--- src/rtl/std_fp_pkg.sv ---
// Shared types for the signed fixed-point divider: FSM state encoding and
// the width of the iteration counter.
package std_fp_pkg;

   typedef enum logic [1:0] {
      IDLE = 2'd0,
      RUN  = 2'd1,
      DONE = 2'd2
   } state_t;

   function automatic int cnt_width(input int width, input int frac_width);
      return $clog2(width + frac_width + 1);
   endfunction

endpackage

--- src/rtl/std_fp_udiv_iter.sv ---
// Unsigned restoring divider producing one quotient bit per clock.
// The first step is taken on the start edge so the last one lands N-1 edges later.
module std_fp_udiv_iter
   import std_fp_pkg::*;
#(
   parameter int WIDTH      = 32,
   parameter int FRAC_WIDTH = 16
) (
   input  logic                        clk,
   input  logic                        rst_n,
   input  logic                        start,
   input  logic [WIDTH+FRAC_WIDTH-1:0] dividend,
   input  logic [WIDTH-1:0]            divisor,
   output logic                        busy,
   output logic [WIDTH+FRAC_WIDTH-1:0] quotient
);

   localparam int            N    = WIDTH + FRAC_WIDTH;
   localparam int            CW   = cnt_width(WIDTH, FRAC_WIDTH);
   localparam logic [CW-1:0] LAST = CW'(N - 2);

   logic [WIDTH-1:0] rem_q, dvsr_q, src_rem, src_dvsr, rem_d;
   logic [N-1:0]     work_q, src_work, work_d;
   logic [WIDTH:0]   trial;
   logic             qbit;
   logic [CW-1:0]    cnt_q;
   logic             active_q;

   // Dividend bits shift out of the top of work_q while quotient bits shift in below.
   always_comb begin
      src_rem  = start ? '0       : rem_q;
      src_work = start ? dividend : work_q;
      src_dvsr = start ? divisor  : dvsr_q;
      trial    = {src_rem, src_work[N-1]};
      qbit     = (trial >= {1'b0, src_dvsr});
      rem_d    = qbit ? (trial[WIDTH-1:0] - src_dvsr) : trial[WIDTH-1:0];
      work_d   = {src_work[N-2:0], qbit};
   end

   always_ff @(posedge clk or negedge rst_n) begin
      if (!rst_n) begin
         cnt_q    <= '0;
         active_q <= 1'b0;
      end else if (start) begin
         cnt_q    <= '0;
         active_q <= 1'b1;
      end else if (active_q) begin
         cnt_q <= cnt_q + CW'(1);
         if (cnt_q == LAST) active_q <= 1'b0;
      end
   end

   always_ff @(posedge clk) begin
      if (start || active_q) begin
         rem_q  <= rem_d;
         work_q <= work_d;
      end
      if (start) dvsr_q <= divisor;
   end

   assign busy     = active_q;
   assign quotient = work_q;

endmodule

--- src/rtl/std_fp_sdiv_pipe.sv ---
// Signed fixed-point divider: sign handling and go/done handshake around the iterative core.
// Define STD_FP_SDIV_SAT_EN to saturate on overflow and divide-by-zero instead of wrapping.
module std_fp_sdiv_pipe
   import std_fp_pkg::*;
#(
   parameter int WIDTH      = 32,
   parameter int INT_WIDTH  = 16,
   parameter int FRAC_WIDTH = 16
) (
   input  logic                    clk,
   input  logic                    reset,
   input  logic                    go,
   input  logic signed [WIDTH-1:0] left,
   input  logic signed [WIDTH-1:0] right,
   output logic signed [WIDTH-1:0] out,
   output logic                    done,
   output logic                    div_zero
);

   localparam int N        = WIDTH + FRAC_WIDTH;
   localparam int SIGN_BIT = INT_WIDTH + FRAC_WIDTH - 1;

   state_t                  state_q;
   logic                    neg_q, rz_q, done_q, dz_q;
   logic signed [WIDTH-1:0] out_q;
   logic                    start, busy, ovf;
   logic [N-1:0]            quot;
   logic [WIDTH-1:0]        q_lo, q_neg, res;

   // Unsigned magnitude at full width, so the most-negative value maps to 2^(WIDTH-1).
   function automatic logic [WIDTH-1:0] mag(input logic signed [WIDTH-1:0] x);
      return x[WIDTH-1] ? (~$unsigned(x) + WIDTH'(1)) : $unsigned(x);
   endfunction

   assign start = go && (state_q == IDLE || state_q == DONE);

   std_fp_udiv_iter #(
      .WIDTH      (WIDTH),
      .FRAC_WIDTH (FRAC_WIDTH)
   ) u_iter (
      .clk      (clk),
      .rst_n    (reset),
      .start    (start),
      .dividend ({mag(left), {FRAC_WIDTH{1'b0}}}),
      .divisor  (mag(right)),
      .busy     (busy),
      .quotient (quot)
   );

`ifdef STD_FP_SDIV_SAT_EN
   localparam logic [WIDTH-1:0] SAT_POS = {1'b0, {(WIDTH-1){1'b1}}};
   localparam logic [WIDTH-1:0] SAT_NEG = {1'b1, {(WIDTH-1){1'b0}}};
`else
   logic unused_ovf;
   assign unused_ovf = ovf;
`endif

   always_comb begin
      q_lo  = quot[WIDTH-1:0];
      q_neg = ~q_lo + WIDTH'(1);
      // A negative result may reach exactly -2^(WIDTH-1); a positive one may not.
      ovf   = (|quot[N-1:WIDTH]) ||
              (neg_q ? (q_lo[SIGN_BIT] && (|q_lo[SIGN_BIT-1:0])) : q_lo[SIGN_BIT]);
`ifdef STD_FP_SDIV_SAT_EN
      if (rz_q || ovf) res = neg_q ? SAT_NEG : SAT_POS;
      else             res = neg_q ? q_neg : q_lo;
`else
      res = rz_q ? '0 : (neg_q ? q_neg : q_lo);
`endif
   end

   always_ff @(posedge clk or negedge reset) begin
      if (!reset) begin
         state_q <= IDLE;
         out_q   <= '0;
         done_q  <= 1'b0;
         dz_q    <= 1'b0;
         neg_q   <= 1'b0;
         rz_q    <= 1'b0;
      end else begin
         done_q <= 1'b0;
         case (state_q)
            IDLE, DONE: begin
               if (go) begin
                  state_q <= RUN;
                  neg_q   <= left[WIDTH-1] ^ right[WIDTH-1];
                  rz_q    <= (right == '0);
               end else begin
                  state_q <= IDLE;
               end
            end
            RUN: begin
               if (!go) begin
                  state_q <= IDLE;
               end else if (!busy) begin
                  state_q <= DONE;
                  done_q  <= 1'b1;
                  out_q   <= res;
                  dz_q    <= rz_q;
               end
            end
            default: state_q <= IDLE;
         endcase
      end
   end

   assign out      = out_q;
   assign done     = done_q;
   assign div_zero = dz_q;

endmodule

--- config.mk ---
export PLATFORM = sky130hd
export DESIGN_NAME = std_fp_sdiv_pipe
export DESIGN_NICKNAME = d
export VERILOG_FILES = /design/src/rtl/std_fp_pkg.sv /design/src/rtl/std_fp_udiv_iter.sv /design/src/rtl/std_fp_sdiv_pipe.sv
export SDC_FILE = /design/constraint.sdc
export NUM_CORES = 1
export LEC_CHECK = 0
export BUFFER_PORTS_ARGS = -buffer_cell sky130_fd_sc_hd__buf_2
export CORE_MARGIN = 5
export CORE_UTILIZATION = 40
export DETAILED_ROUTE_END_ITERATION = 8
export MAX_ROUTING_LAYER = met4
export PLACE_DENSITY = 0.67
export SLEW_MARGIN = 40
export SYNTH_ARGS = -nofsm -noshare
export SYNTH_HDL_FRONTEND = slang
export SYNTH_SLANG_ARGS = --single-unit
--- constraint.sdc ---
create_clock -name clk -period 5.7 [get_ports clk]
set_input_delay 0.285 -clock clk [delete_from_list [all_inputs] [get_ports clk]]
set_output_delay 0.285 -clock clk [all_outputs]
set_load 0.01 [all_outputs]
==> results of run 1 <==
worst max path at each step:
stage | start | endpoint | cells past startpoint
after detailed placement | right[7] | u_iter.rem_q[26] | 16
final | right[7] | u_iter.rem_q[1] | 15
after floorplan | right[17] | u_iter.rem_q[1] | 15
after global routing | right[7] | u_iter.rem_q[26] | 16
after global placement | right[7] | u_iter.rem_q[1] | 15
after CTS | right[7] | u_iter.rem_q[26] | 16
cell families (layout without fill, tap and decap cells):
family / Yosys count / count (layout) / share of synthesized area, %
DFF: 157 / 157 / 41.8
buffers and inverters: 106 / 198 / 4.08
and+or+nand+nor: 345 / 345 / 17.0
AOI/OAI and AO/OA: 303 / 303 / 20.8
adders and majority gates: 38 / 38 / 4.84
xor gates and xnor gates: 122 / 122 / 10.7
other: 0 / 1 / 0
muxes: 7 / 7 / 0.728
worst reg2reg max path: stages, from the launching register on:
cell       delay [ns]
dfrtp_1          0.41
nand2b_4         0.37
buf_12           0.31
and2_1           0.23
ha_1             0.32
and2_1           0.19
a32o_1           0.27
a2111oi_2        0.49
o31ai_2          0.24
a221oi_4         0.31
buf_12           0.28
mux2_2           0.37
layout by cell type (no fill, tap or decap), drive strengths merged, types with 15 or more instances in the layout:
| cell type | n |
|---|---|
| nand2 | 165 |
| nand3 | 15 |
| clkbuf | 20 |
| and2 | 47 |
| a21oi | 34 |
| dfrtp | 45 |
| edfxtp | 80 |
| nor2 | 38 |
| dfxtp | 32 |
| o21ai | 106 |
| o41ai | 17 |
| xor2 | 69 |
| xnor2 | 53 |
| a21o | 19 |
| buf | 112 |
| a22o | 28 |
| inv | 58 |
| o31ai | 25 |
| ha | 37 |
| o21a | 34 |
synth_stat cells, types with 23 or more instances:
library cell  count
o21a_1           34
dfrtp_1          45
dfxtp_1          32
xor2_1           69
ha_1             37
xnor2_1          53
edfxtp_1         80
clkbuf_1         44
o31ai_1          23
nand2_1         165
and2_1           47
inv_1            53
o21ai_0         104
nor2_1           38
a21oi_1          34
a22o_1           28
routing by layer:
layer / vias up / routed length (um) / share of wire, % / track usage [%]
li1: 4014 / - / - / -
met1: 3740 / 10300 / 45 / 20.2
met2: 136 / 11400 / 50 / 28.4
met3: 20 / 830 / 3.6 / 3.09
met4: 0 / 309 / 1.4 / 4.30
met5: - / 0 / 0 / -
metrics by stage:
step	total power, mW	instances	instance area, um2	setup slack (ns)
floorplan	3.25	1078	9970	1.03
global placement	3.73	1458	10800	0.567
CTS	4.94	1494	11400	0.992
global route	5.28	1494	11400	0.746
detailed placement	3.77	1461	10800	0.579
finish	4.92	1495	11400	0.954
flip-flops by register name (all words and copies together), names as in the netlist:
register         flops
u_iter.rem_q        32
done                 1
state_q              2
u_iter.dvsr_q       32
div_zero             1
u_iter.cnt_q         6
out                 32
rz_q                 1
u_iter.busy          1
neg_q                1
u_iter.quotient     48
power by group:
group | internal [mW] | leakage, nW | switching (mW)
clock network | 0.676 | 0.294 | 0.473
registers | 1.52 | 1.78 | 0.107
logic | 0.901 | 3.01 | 1.24
total | 3.10 | 5.09 | 1.82
what timing repair did:
action | in CTS | in global routing
endpoints found under the hold margin | 45 | 0
buffers inserted | 0 | 0
hold buffers | 1 | 0
layout make-up:
type                            instances  area share (%)
Antenna cell                            1          0.0219
Clock buffer                           20            4.00
Clock inverter                         12            1.16
Inverter                               53            1.74
Multi-Input combinational cell        815            47.4
Sequential cell                       157            36.4
Tap cell                              324            3.54
Timing Repair Buffer                  113            5.71
==> impl_results.md, run 1 <==
- Status: completed
- Vert. Die Dim: 168 um
- Die X: 168 um
- Synth-to-layout area growth: 14.8%
- Min-delay src: go
- WS Path Type: in2reg
- Vias/cell: 5.29
- Area leader, netlist: edfxtp_1
- Placer Congestion: 0.856
- Synthesized cell area: 9970 um2
- Post-layout min period: 4.75 ns
- Asr flop ratio synth: 28.7%
- CP most frequent cell: a221o_1
- Clock sinks: 157
- Mapped Cells: 1078
- Root Buffer Master: clkbuf_16
- GRT Total Usage: 16.6%
- Hold WS: 0.154 ns
- WL per Instance: 15.3 um
- RSZ-0062 raised after global routing: false
- Required time of the worst setup path: 5.87 ns
- DP Wirelength: 17200 um
- CTS Buf Count: 17
- Yosys warns: 0
- Number of synthesized flops with an enable pin: 80
- Setup Skew: 0.0120 ns
- Initial Util: 40.8%
- Share of the synthesized area in the top cell type: 24.1%
- Worst vdd ir: 234 uV
- Port Buffer Count: 100
- R2R depth: 11
- CP max-delay cell: nor4_1
- # IOs: 101
- Worst-path cell chain: buf_2, nor4_1, nand4b_1, or3_4, o41ai_1, xor2_1, o21a_1, ha_1, and3_1, and2_1, a221o_1, a221o_1, a221oi_4, buf_12, mux2_2
- Max Root-Sink Buffers: 2
- TritonCTS clock tree: done
- Period utilization: 83.3%
- Leak Pwr: 5.09 nW
- Antenna-violating nets left: 0
- Worst-path clk slew: 0.06 ns
- Worst reg2reg setup slack: 1.64 ns
- Min-Delay Endpoint: state_q[0]
- CP max FO: 61
- FF-to-FF End: u_iter.rem_q[1]
- Detailed Route Iter0 Violations: 567
- CP delay by family, top: simple AND/OR/NAND/NOR gates
- Setup crit start kind: primary input
- Sequential cell area: 4170 um2
- Crit. End Element: flip-flop
- Slew headroom: 49.8%
- Die area: 28200 um2
- Post-cts sizing count: 0
- CTS H-tree depth: 4
- Layout cell share with drive strength beyond 1: 14.4%
- Syn_nets: 1183
- Flops & latches, synth: 157
- Pwr Density: 430 nW/um2
- Vias: 7910
- Largest net degree at the start of global routing: 62
- Worst r2r src: state_q[0]
- DRC viols: 0
- # rows: 57
- Post-synth cell types: 68
- DRT Pass-1 Iters: 5
- Slew Viols, Final: 0
- Hold Fails Final Rpt: 0
- Core area: 24500 um2
- Fmax: 211 MHz
- Synth top area cells: edfxtp_1, dfrtp_1, dfxtp_1
- Total Neg Setup Slack: 0 ns
- Overflow left after global routing: 0
- Util after Layout: 46.8%
- Multi-input logic area: 5420 um2
- Endpoints failing setup: 0
- Critical Path Max Stage Delay: 0.55 ns
- Worst hold path type: in2reg
- Initial antenna violation count: 0
- Fillers: 2292
- Max-cap violations: 0
- First-pass GRT wire length: 37800 um
- Avg Cell Area, Syn: 9.25 um2
- Vias in the first global route: 7660
- Final net count: 1262
- Crit path arrival time: 4.91 ns
- Hold Path Depth: 2
- Buffers & Inverters on Critical Path: 2
- Most frequently used flop master after synthesis: edfxtp_1
- WL final: 22900 um
- Sequential fraction of the synthesis area: 41.8%
- Clk_lat worst skew: 0.43 ns
- Worst-margin pin slew: 0.746 ns
No activity file was read; power rests on OpenSTA's default activity.
==> run 2, diff against run 1 <==
==> constraint.sdc (replaced) <==
create_clock -name clk -period 4.9 [get_ports clk]
set_input_delay 0.245 -clock clk [delete_from_list [all_inputs] [get_ports clk]]
set_output_delay 0.245 -clock clk [all_outputs]
set_load 0.01 [all_outputs]
==> impl_results.md, run 2 (synthesis results as in run 1) <==
- Status: completed
- Hold Path Depth: 2 (unchanged)
- Overflow left after global routing: 0 (unchanged)
- Hold Buf Count CTS: 1 (unchanged)
- Vias/cell: 5.28 (-0.28%)
- Largest net degree at the start of global routing: 69 (+11%)
- Synth-to-layout area growth: 14.6%
- Combinational power share: 44.6% (+1.0 points)
- Fmax: 222 MHz
- Root Buffer Master: clkbuf_16
- CP max FO: 4 (-93%)
- Worst reg2reg setup slack: 0.82 ns (-0.82 ns)
- Setup crit start kind: primary input
- R2R depth: 12 (+1)
- CTS Buf Count: 17 (unchanged)
- WL final: 22800 um (-0.31%)
- Max-cap violations: 0 (unchanged)
- First-pass GRT wire length: 37000 um (-2.2%)
- Sw frac: 37.9% (+0.88 points)
- Pint: 3.51 mW (+13%)
- Core area: 24500 um2 (unchanged)
- TritonCTS clock tree: done
- Worst-margin pin slew: 0.727 ns (-0.0186 ns)
- Required time of the worst setup path: 5.07 ns (-0.80 ns)
- RSZ-0062 raised after global routing: false
- Design Power: 5.66 mW (+15%)
- Post-layout min period: 4.51 ns
- Hold Fails Final Rpt: 0 (unchanged)
- Vert. Die Dim: 168 um (unchanged)
- CTS H-tree depth: 4 (unchanged)
- Max reg flops: 48 (unchanged)
- Vias: 7930 (+0.25%)
- Pwr Density: 495 nW/um2 (+15%)
- Worst-path clk slew: 0.07 ns (about the same)
- Die X: 168 um (unchanged)
- Util after Layout: 46.7% (-0.066 points)
- Port Buffer Count: 100 (unchanged)
- GRT Total Usage: 16.2% (-0.41 points)
- Antenna-violating nets left: 0 (unchanged)
- Post-CTS Setup Inserts: 0 (unchanged)
- Psw: 2.14 mW (+18%)
- Final net count: 1270 (+0.63%)
- FF-to-FF End: u_iter.rem_q[21]
- WL per Instance: 15.2 um (-0.84%)
- DRT Pass-1 Iters: 5 (unchanged)
- # IOs: 101 (unchanged)
- Worst vdd ir: 327 uV (+40%)
- Detailed Route Iter0 Violations: 564 (-0.53%)
- Slew headroom: 51.1% (+1.3 points)
- Initial Util: 40.8% (unchanged)
- Layout cell share with drive strength beyond 1: 15.4% (+1.0 points)
- Total Neg Setup Slack: 0 ns (unchanged)
- Placer Congestion: 0.912 (+6.6%)
- # rows: 57 (unchanged)
- Most frequent cells in the layout: nand2_1, o21ai_0, buf_2
- Slew Viols, Final: 0 (unchanged)
- Clock sinks: 157 (unchanged)
- Max Root-Sink Buffers: 2 (unchanged)
- Flop pwr share: 33.4% (+0.3 points)
- Fillers: 2276 (-0.70%)
- Leak Pwr: 5.09 nW (about the same)
- Min-delay src: go
- Crit. End Element: flip-flop
- CP startpoint: left[8]
- Setup Skew: 0.0121 ns (+0.000174 ns)
- Initial antenna violation count: 1 (+1)
- Commonest non-fill, non-tap cell in the layout: nand2_1
- Clock power frac: 22.0% (-1.4 points)
- WS Path Type: in2reg
- Worst r2r src: state_q[0]
- Endpoints failing setup: 0 (unchanged)
- Crit path arrival time: 4.68 ns (-0.23 ns)
- Post-cts sizing count: 0 (unchanged)
- DP Wirelength: 17100 um (-0.81%)
- Vias in the first global route: 7525 (-1.8%)
- Period utilization: 92.1%
- Clk_lat worst skew: 0.43 ns (about the same)
- Worst hold path type: in2reg
- DRC viols: 0 (unchanged)
- Min-Delay Endpoint: state_q[0]
- Die area: 28200 um2 (unchanged)
run 2: cell count changes in the layout (fill, tap and decap cells not counted), moves of 2 or more:
cell,previous run,this run
buf_12,4,1
inv_6,2,5
bufinv_16,2,0
clkinv_2,2,4
clkbuf_1,2,0
buf_4,9,20
run 2: metal layers:
metal	track usage (%)	up-vias	wire [um]
met4	6.49	0	700
met1	19.8	3697	10200
met5	-	-	0
met3	2.74	46	857
met2	26.7	159	11000
li1	-	4028	-
run 2: cell type report:
class | instances | area, um2 | share of cell area, %
Antenna cell | 1 | 2.50 | 0.0219
Clock buffer | 18 | 439 | 3.84
Tap cell | 324 | 405 | 3.55
Sequential cell | 157 | 4170 | 36.5
Clock inverter | 14 | 104 | 0.909
Multi-Input combinational cell | 815 | 5430 | 47.5
Inverter | 53 | 199 | 1.74
Timing Repair Buffer | 121 | 676 | 5.91
run 2: critical path: stages:
cell,delay [ns]
buf_2,0.12
or4_4,0.56
nor4_4,0.21
nand3_1,0.15
or2_4,0.26
or3_4,0.40
nor4_2,0.26
a21oi_1,0.09
ha_1,0.23
inv_1,0.07
fa_1,0.19
a21oi_1,0.09
nand4b_1,0.21
a21boi_0,0.31
a211oi_1,0.19
o41ai_1,0.40
buf_4,0.21
a21oi_1,0.08
xnor2_1,0.14
mux2_2,0.26
run 2: how the worst max path moves through the flow:
stage	end	slack (ns)	cells after the start
after floorplan	u_iter.rem_q[1]	0.27	15
after detailed placement	u_iter.rem_q[26]	-0.07	20
after global routing	u_iter.rem_q[30]	0.007	20
after global placement	u_iter.rem_q[26]	0.08	20
final	u_iter.rem_q[26]	0.39	20
after CTS	u_iter.rem_q[26]	0.34	20
run 2: per-stage QoR:
step	instance area (um2)	setup WS, ns	cells	hold slack [ns]
floorplan	9970	0.271	1078	-0.0506
global placement	10900	0.0818	1469	0.436
detailed placement	10900	-0.0701	1469	0.274
CTS	11400	0.340	1502	0.0993
global route	11400	0.00685	1503	0.0985
finish	11400	0.386	1503	0.110
run 2: power by group through the flow:
stage | Sequential (mW) | Combinational, mW | Clock [mW]
final | 1.89 | 2.52 | 1.25
after global routing | 1.92 | 2.83 | 1.33
after CTS | 1.89 | 2.53 | 1.27
after detailed placement | 1.92 | 2.50 | 0
after global placement | 1.91 | 2.48 | 0
after floorplan | 1.88 | 1.90 | 0
